## src/rtl/mux_n_pipe_if.sv

```systemverilog
// ============================================================================
//  Module      : mux_n_pipe_if
//  Description : Handshake bundle for mux_n_pipe (upstream select/data side
//                and downstream head-item side).
//  Revision    : 1.0  initial release
// ============================================================================
`default_nettype none

interface mux_n_pipe_if #(
    parameter int WIDTH = 16,
    parameter int N_IN  = 4,
    parameter int SEL_W = 2
);
    logic [N_IN*WIDTH-1:0] in_data;
    logic [SEL_W-1:0]      in_sel;
    logic                  in_valid;
    logic                  in_ready;
    logic [WIDTH-1:0]      out_data;
    logic                  out_err;
    logic                  out_valid;
    logic                  out_ready;
    logic                  err_seen;

    modport master (
        output in_data, in_sel, in_valid, out_ready,
        input  in_ready, out_data, out_err, out_valid, err_seen
    );

    modport slave (
        input  in_data, in_sel, in_valid, out_ready,
        output in_ready, out_data, out_err, out_valid, err_seen
    );
endinterface

`default_nettype wire

```

## src/rtl/mux_n_pipe.sv

```systemverilog
// ============================================================================
//  Module      : mux_n_pipe
//  Description : N-input select mux with a registered output behind a
//                2-entry skid buffer (valid/ready on both sides).
//  Revision    : 1.0  initial release
// ============================================================================
`default_nettype none

module mux_n_pipe #(
    parameter int WIDTH = 16,
    parameter int N_IN  = 4,
    parameter int SEL_W = 2
) (
    input  wire logic  clk,
    input  wire logic  reset,
    mux_n_pipe_if.slave bus
);

    typedef enum logic [1:0] {
        ST_EMPTY = 2'd0,
        ST_ONE   = 2'd1,
        ST_FULL  = 2'd2
    } state_t;

    // One extra bit so N_IN == 2**SEL_W is representable.
    localparam logic [SEL_W:0] c_n_in = (SEL_W + 1)'(N_IN);

    state_t           r_state;
    logic [WIDTH-1:0] r_main_data;
    logic             r_main_err;
    logic [WIDTH-1:0] r_skid_data;
    logic             r_skid_err;
    logic             r_in_ready;
    logic             r_out_valid;
    logic             r_err_seen;

    logic [WIDTH-1:0] w_in [N_IN];
    logic [WIDTH-1:0] w_item_data;
    logic             w_item_err;
    logic             w_acc;
    logic             w_take;

    generate
        for (genvar k = 0; k < N_IN; k++) begin : g_unpack
            assign w_in[k] = bus.in_data[k*WIDTH +: WIDTH];
        end
    endgenerate

    always_comb begin
        w_item_err  = ({1'b0, bus.in_sel} >= c_n_in);
        w_item_data = '0;
        for (int k = 0; k < N_IN; k++) begin
            if (bus.in_sel == SEL_W'(k)) begin
                w_item_data = w_in[k];
            end
        end
    end

    assign w_acc  = bus.in_valid & r_in_ready;
    assign w_take = r_out_valid & bus.out_ready;

    always_ff @(posedge clk) begin
        if (reset) begin
            r_state     <= ST_EMPTY;
            r_main_data <= '0;
            r_main_err  <= 1'b0;
            r_skid_data <= '0;
            r_skid_err  <= 1'b0;
            r_in_ready  <= 1'b1;
            r_out_valid <= 1'b0;
            r_err_seen  <= 1'b0;
        end else begin
            if (w_acc && w_item_err) begin
                r_err_seen <= 1'b1;
            end
            case (r_state)
                ST_EMPTY: begin
                    if (w_acc) begin
                        r_main_data <= w_item_data;
                        r_main_err  <= w_item_err;
                        r_state     <= ST_ONE;
                        r_out_valid <= 1'b1;
                        r_in_ready  <= 1'b1;
                    end
                end
                ST_ONE: begin
                    if (w_acc && w_take) begin
                        r_main_data <= w_item_data;
                        r_main_err  <= w_item_err;
                    end else if (w_acc) begin
                        // Head is stalled: park the new item in the skid slot.
                        r_skid_data <= w_item_data;
                        r_skid_err  <= w_item_err;
                        r_state     <= ST_FULL;
                        r_in_ready  <= 1'b0;
                    end else if (w_take) begin
                        r_state     <= ST_EMPTY;
                        r_out_valid <= 1'b0;
                    end
                end
                ST_FULL: begin
                    if (w_take) begin
                        r_main_data <= r_skid_data;
                        r_main_err  <= r_skid_err;
                        r_state     <= ST_ONE;
                        r_in_ready  <= 1'b1;
                    end
                end
                default: begin
                    r_state     <= ST_EMPTY;
                    r_out_valid <= 1'b0;
                    r_in_ready  <= 1'b1;
                end
            endcase
        end
    end

    assign bus.in_ready  = r_in_ready;
    assign bus.out_valid = r_out_valid;
    assign bus.out_data  = r_main_data;
    assign bus.out_err   = r_main_err;
    assign bus.err_seen  = r_err_seen;

endmodule

`default_nettype wire
```

## src/flat_wrapper.sv

```systemverilog
// flat-port wrapper written by rule: the top's interface ports become plain ports
module mux_n_pipe_flat 
#(
    parameter int WIDTH = 16,
    parameter int N_IN  = 4,
    parameter int SEL_W = 2
)
  (clk, reset, bus_in_data, bus_in_sel, bus_in_valid, bus_out_ready, bus_in_ready, bus_out_data, bus_out_err, bus_out_valid, bus_err_seen);
  mux_n_pipe_if #(.WIDTH(WIDTH), .N_IN(N_IN), .SEL_W(SEL_W)) bus_i ();
  input  wire logic clk;
  input  wire logic reset;
  input wire logic [$bits(bus_i.in_data)-1:0] bus_in_data;
  input wire logic [$bits(bus_i.in_sel)-1:0] bus_in_sel;
  input wire logic [$bits(bus_i.in_valid)-1:0] bus_in_valid;
  input wire logic [$bits(bus_i.out_ready)-1:0] bus_out_ready;
  output wire logic [$bits(bus_i.in_ready)-1:0] bus_in_ready;
  output wire logic [$bits(bus_i.out_data)-1:0] bus_out_data;
  output wire logic [$bits(bus_i.out_err)-1:0] bus_out_err;
  output wire logic [$bits(bus_i.out_valid)-1:0] bus_out_valid;
  output wire logic [$bits(bus_i.err_seen)-1:0] bus_err_seen;
  assign bus_i.in_data = bus_in_data;
  assign bus_i.in_sel = bus_in_sel;
  assign bus_i.in_valid = bus_in_valid;
  assign bus_i.out_ready = bus_out_ready;
  assign bus_in_ready = bus_i.in_ready;
  assign bus_out_data = bus_i.out_data;
  assign bus_out_err = bus_i.out_err;
  assign bus_out_valid = bus_i.out_valid;
  assign bus_err_seen = bus_i.err_seen;
  mux_n_pipe #(.WIDTH(WIDTH), .N_IN(N_IN), .SEL_W(SEL_W)) u_core (.clk(clk), .reset(reset), .bus(bus_i));
endmodule
```

## config.mk

```make
export PLATFORM = sky130hd
export DESIGN_NAME = mux_n_pipe_flat
export DESIGN_NICKNAME = d
export VERILOG_FILES = /design/src/rtl/mux_n_pipe_if.sv /design/src/rtl/mux_n_pipe.sv /design/src/flat_wrapper.sv
export SDC_FILE = /design/constraint.sdc
export NUM_CORES = 1
export LEC_CHECK = 0
export CORE_MARGIN = 1.5
export CORE_UTILIZATION = 43
export CTS_BUF_LIST = sky130_fd_sc_hd__clkbuf_2
export CTS_CLUSTER_SIZE = 25
export DETAILED_ROUTE_END_ITERATION = 7
export PLACE_DENSITY = 0.94
export SLEW_MARGIN = 10
export SYNTH_ARGS = -nofsm -noshare
export SYNTH_HDL_FRONTEND = slang
export SYNTH_SLANG_ARGS = --single-unit
```

## constraint.sdc

```tcl
create_clock -name clk -period 1.65 [get_ports clk]
set_input_delay 0.33 -clock clk [delete_from_list [all_inputs] [get_ports clk]]
set_output_delay 0.33 -clock clk [all_outputs]
set_load 0.05 [all_outputs]
```

* Word level (Yosys, flattened, before mapping)
Cells that the tools add are included.
** Cells by class
- Equality and inequality tests :: 13
- Bitwise gates (word level) :: 4
- Mux-type cells :: 25
- Reduce and logical (&&, ||, !) cells :: 9
** Operators by type and width (count)
- $mux 16 :: 7
- $pmux 16 s3 :: 1
- $reduce_and 4->1 :: 3
- $mux 2 :: 5
- $ne 2x1->1 const B :: 5
- $pmux 1 s3 :: 3
- $mux 1 :: 8
- $eq 2x2->1 const B :: 3
- $pmux 2 s3 :: 1
- $reduce_and 5->1 :: 1
- $eq 2x1->1 const B :: 2
- $logic_not 2->1 :: 2
- $ne 2x2->1 const B :: 2
- $ne 3x1->1 const B :: 1
- $reduce_and 3->1 :: 1
- $reduce_bool 3->1 :: 1
- $and 1x1->1 :: 2
- $not 1->1 :: 2
- $logic_and 1x1->1 :: 1
** Word-level totals
- Output and inout bits :: 20
- Bits in registers :: 37
- Input bits :: 70
- Logic and storage cells :: 57

* Longest topological paths before layout
- Depth in word-level cells :: 7
- Mapped depth :: 6
- Depth with buffers taken out :: 4

* Worst setup path before layout
No wires, ideal clock.
- Path kind :: register to register
- Start point :: register u_core.r_out_valid, in the netlist u_core.bus.out_valid
- End point :: register u_core.r_main_data[13], in the netlist u_core.bus.out_data[13]
- Setup slack :: -0.076 ns
- Arrival :: 1.638 ns
- Data required time :: 1.562 ns
- Clock period less this slack :: 1.726 ns
- Buffers on the path :: 1
- Library setup time :: 0.088 ns
- Cell stages (with the launch flop) :: 6
- Cell sequence :: dfxtp_1 -> nand4_1 -> o211ai_2 -> buf_6 -> nor2_1 -> a311oi_2
** Between the ends
- Word-level cells in the longest chain between the ends :: 4
- Elaborated cells on any way between the ends :: 5
- Those cells by class :: eq/ne: 2; bitwise: 1; reduce/logical: 2
** Ends and longest elaborated chain
- start, declared :: line mux_n_pipe.sv:34 : logic r_out_valid;
- start signal, assigned :: line mux_n_pipe.sv:70 : r_out_valid <= 1'b0;
- start signal, assigned :: line mux_n_pipe.sv:82 : r_out_valid <= 1'b1;
- start signal, assigned :: line mux_n_pipe.sv:98 : r_out_valid <= 1'b0;
- $and 1x1->1 * :: line mux_n_pipe.sv:60 : assign w_take = r_out_valid & bus.out_ready;
- $logic_and 1x1->1 :: line mux_n_pipe.sv:87 : if (w_acc && w_take) begin
- $ne 2x1->1 (no source line)
- $reduce_and 4->1 (no source line) *
- end signal, assigned :: line mux_n_pipe.sv:79 : r_main_data <= w_item_data;
- end signal, assigned :: line mux_n_pipe.sv:88 : r_main_data <= w_item_data;
- end signal, assigned :: line mux_n_pipe.sv:103 : r_main_data <= r_skid_data;
- end, declared :: line mux_n_pipe.sv:29 : logic [WIDTH-1:0] r_main_data;
Mark *: on every way between the ends. The rest lies on a longest branch, timed or not.
A chain may end at the register's enable or synchronous reset.

* Worst setup path after layout
- Start point :: input port bus_in_sel[0]
- End point :: register u_core.r_skid_data[8]
** Between the ends
- Word-level cells in the longest chain between the ends :: 5
- Elaborated cells on any way between the ends :: 8
- Those cells by class :: eq/ne: 3; mux: 4; reduce/logical: 1
** Ends and longest elaborated chain
- start, declared :: line flat_wrapper.sv:13 : input wire logic [$bits(bus_i.in_sel)-1:0] bus_in_sel;
- $logic_not 2->1 :: line mux_n_pipe.sv:53 : if (bus.in_sel == SEL_W'(k)) begin
- $mux 16 (3 in series) :: line mux_n_pipe.sv:53
- $mux 16 * :: line mux_n_pipe.sv:53
- end signal, assigned :: line mux_n_pipe.sv:92 : r_skid_data <= w_item_data;
- end, declared :: line mux_n_pipe.sv:31 : logic [WIDTH-1:0] r_skid_data;
Marks and branches as above.

==> metrics.md <==
| Metric | Value |
|---|---|
| Status | `finished, final reports clean` |
| WS Path Type | `in2reg` |
| Share of cells above drive strength 1 | `20.21%` |
| VDD IR max | `0.5066 mV` |
| Fillers | `340` |
| Crit start category | `primary input` |
| Initial DRC Count | `87` |
| Clock Skew | `23.97 ps` |
| Cell variety after synth | `33` |
| GPL Wtd Cong | `0.7553` |
| Yosys reg bits | `36` |
| Maximum clock frequency | `645.4 MHz` |
| GRT Residual Overflow | `0` |
| Commonest non-fill, non-tap cell in the layout | `clkdlybuf4s50_1` |
| Synth Cell Area | `1988 um2` |
| Top Layer Used | `met4` |
| Crit path max fanout | `16` |
| Num rows | `24` |
| Final Cycle Share | `93.90%` |
| Antenna Nets Post-Route | `0` |
| Port buffer count | `87` |
| Reg clk slew, reported paths | `190 ps` |
| 1st-pass router iterations | `4` |
| H-tree depth | `2` |
| Final setup violation count | `0` |
| Post-DP HPWL | `3929 um` |
| Largest net degree at the start of global routing | `37` |
| Pwr per Cell Area | `873.1 nW/um2` |
| Area delta synth->final | `48.27%` |
| Cts bufs inserted | `5` |
| Most frequent cells in the layout | `clkdlybuf4s50_1 (69), nand2_1 (35), nor2_1 (33), dfxtp_1 (33), buf_4 (27)` |
| P_sw | `0.8997 mW` |
| Slew Limit Fails | `0` |
| Via density | `5.587` |
| Reg area | `724.4 um2` |
| WL/cell | `15.20 um` |
| Cells after synthesis | `193` |
| Nets | `351` |
| Met3 WL | `295 um` |
| RSZ-0062 raised after global routing | `no` |
| Crit path capture type | `register` |
| Sw Ratio | `34.96%` |
| Multi-input logic area | `1117 um2` |
| Hold Vio Cnt, Final | `0` |
| Inserted Diodes | `0` |
| Die area | `5040 um2` |
| Core ar. | `4414 um2` |
| DIE WIDTH | `71.00 um` |
| Residual DRC | `0` |
| Power share of the clock group | `21.9%` |
| Synth warnings | `0` |
| DR vias | `1,866` |
| Sequential area share after synthesis | `36.25%` |
| CTS tree | `built` |
| Vias in the first global route | `1,860` |
| CP arrival | `1860 ps` |
| Max clock buf depth | `2` |
| Syn avg cell area | `10.30 um2` |
| Die H | `71.00 um` |
| Top Ports | `90` |
| Worst-skew pair later-pin latency | `400 ps` |
| Initial Util | `45.04%` |
| Comb power frac | `37.9%` |
| First-pass GRT wire length | `8328 um` |
| Seq pwr share | `40.2%` |
| Internal power | `1.674 mW` |
| Worst path required time | `1960 ps` |
| Gr usage total | `20.90%` |
| CTS Sinks | `36` |
| Leakage | `1.271 nW` |
| Setup TNS | `0 ps` |
| Routed wire length | `5077 um` |
| # hold bufs at CTS | `0` |
| Wl on met1 | `1987 um` |
| Met2 wire length | `2638 um` |
| Fin crit period | `1549 ps` |
| Antenna violations before repair | `0` |
| CTS Root Cell | `clkbuf_2` |
| Hold Path Class | `reg2reg` |
| Worst hold slack | `499.6 ps` |
| # Max-Cap Violations | `0` |
path summary, 6_finish.rpt:
kind	startpoint	endpoint	slack, ps	cells after the start
min	u_core.r_skid_data[5]$_SDFFE_PP0P_	u_core.bus.out_data[5]$_SDFFE_PP0P_	500	2
max reg2reg	u_core.r_state[0]$_SDFFE_PP0P_	u_core.bus.out_data[8]$_SDFFE_PP0P_	180	5
min reg2reg	u_core.r_skid_data[5]$_SDFFE_PP0P_	u_core.bus.out_data[5]$_SDFFE_PP0P_	500	2
max	bus_in_sel[0]	u_core.r_skid_data[8]$_SDFFE_PP0P_	100	5
cells in the mapped netlist:
master | number | share of area [%]
buf_2 | 4 | 1.0
a311oi_2 | 3 | 2.3
dfxtp_1 | 36 | 36
buf_4 | 3 | 1.1
nand4b_1 | 1 | 0.44
a311oi_1 | 13 | 5.7
clkbuf_4 | 1 | 0.38
buf_1 | 1 | 0.19
nand2b_1 | 2 | 0.63
nand4bb_1 | 1 | 0.57
nand2_1 | 35 | 6.6
clkbuf_2 | 1 | 0.25
a211oi_1 | 1 | 0.38
a31oi_1 | 1 | 0.31
dlygate4sd1_1 | 1 | 0.44
nand4_2 | 1 | 0.63
mux2i_1 | 16 | 8.1
clkbuf_1 | 2 | 0.38
mux4_1 | 7 | 9.3
and3_1 | 1 | 0.31
mux4_2 | 9 | 10
a21oi_1 | 3 | 0.75
nor2_1 | 33 | 6.2
nand3_1 | 1 | 0.25
nand3b_1 | 1 | 0.38
o211ai_2 | 1 | 0.63
a21o_1 | 1 | 0.38
buf_6 | 7 | 4.0
nand4_1 | 1 | 0.31
o21bai_1 | 2 | 0.75
nor2b_2 | 1 | 0.44
nor2b_1 | 1 | 0.31
conb_1 | 1 | 0.19
metrics by stage:
step / instances / setup slack, ps / utilization [%] / area, um2 / power, mW
5_1_grt: 334 / 27.37 / 66.78 / 2948 / 2.682
6_report: 334 / 100.6 / 66.78 / 2948 / 2.574
3_3_place_gp: 326 / -241.2 / 65.22 / 2879 / 1.999
4_1_cts: 334 / 79.46 / 66.75 / 2947 / 2.582
3_5_place_dp: 326 / -288.4 / 65.22 / 2879 / 2.028
2_1_floorplan: 194 / 159.6 / - / 1994 / 1.657
kinds of logic (layout without fill, tap and decap cells):
kind of cell    after synthesis  count (layout)  synth area share [%]
other cells                   1               2                0.1886
compound gates               25              25                 11.20
mux                          32              32                 27.50
simple gates                 79              79                 17.12
flops                        36              36                 36.25
buf+inv                      20             108                 7.741
per-layer routing:
metal	vias up	global-route usage [%]
met3	15	4.131
met2	80	36.66
met4	0	9.434
li1	883	-
met5	-	0
met1	888	24.66
power groups by stage:
stage | logic (mW) | registers [mW] | clock network, mW
final | 0.975 | 1.03 | 0.565
after floorplan | 0.400 | 1.26 | 0
after global routing | 1.04 | 1.05 | 0.596
after CTS | 0.980 | 1.03 | 0.568
after global placement | 0.951 | 1.05 | 0
after detailed placement | 0.975 | 1.05 | 0
registers in the layout, indices dropped and copies added (netlist names):
register / flops
u_core.bus.in_ready: 1
u_core.r_skid_data: 16
u_core.r_state: 2
u_core.bus.out_data: 16
u_core.bus.out_valid: 1
final cells by class:
class / count / share of cell area (%)
flip-flops and latches: 36 / 24.58
clock buffers: 5 / 0.8489
multi-input cells: 138 / 37.90
repair buffers: 100 / 33.02
well taps: 52 / 2.207
clock inverters: 3 / 1.443
worst max-delay path, stage by stage:
cell and delay [ps]:
clkdlybuf4s50_1 500, buf_12 170, mux4_1 580, mux2i_1 190, nor2_1 70
timing repair:
item                       in CTS  in global routing
setup endpoints to repair       0                  7
resized for setup               0                  1
buffers inserted                0                  0
hold endpoints to repair        0                  0
Note: power is estimated with default switching activity, not from simulation.
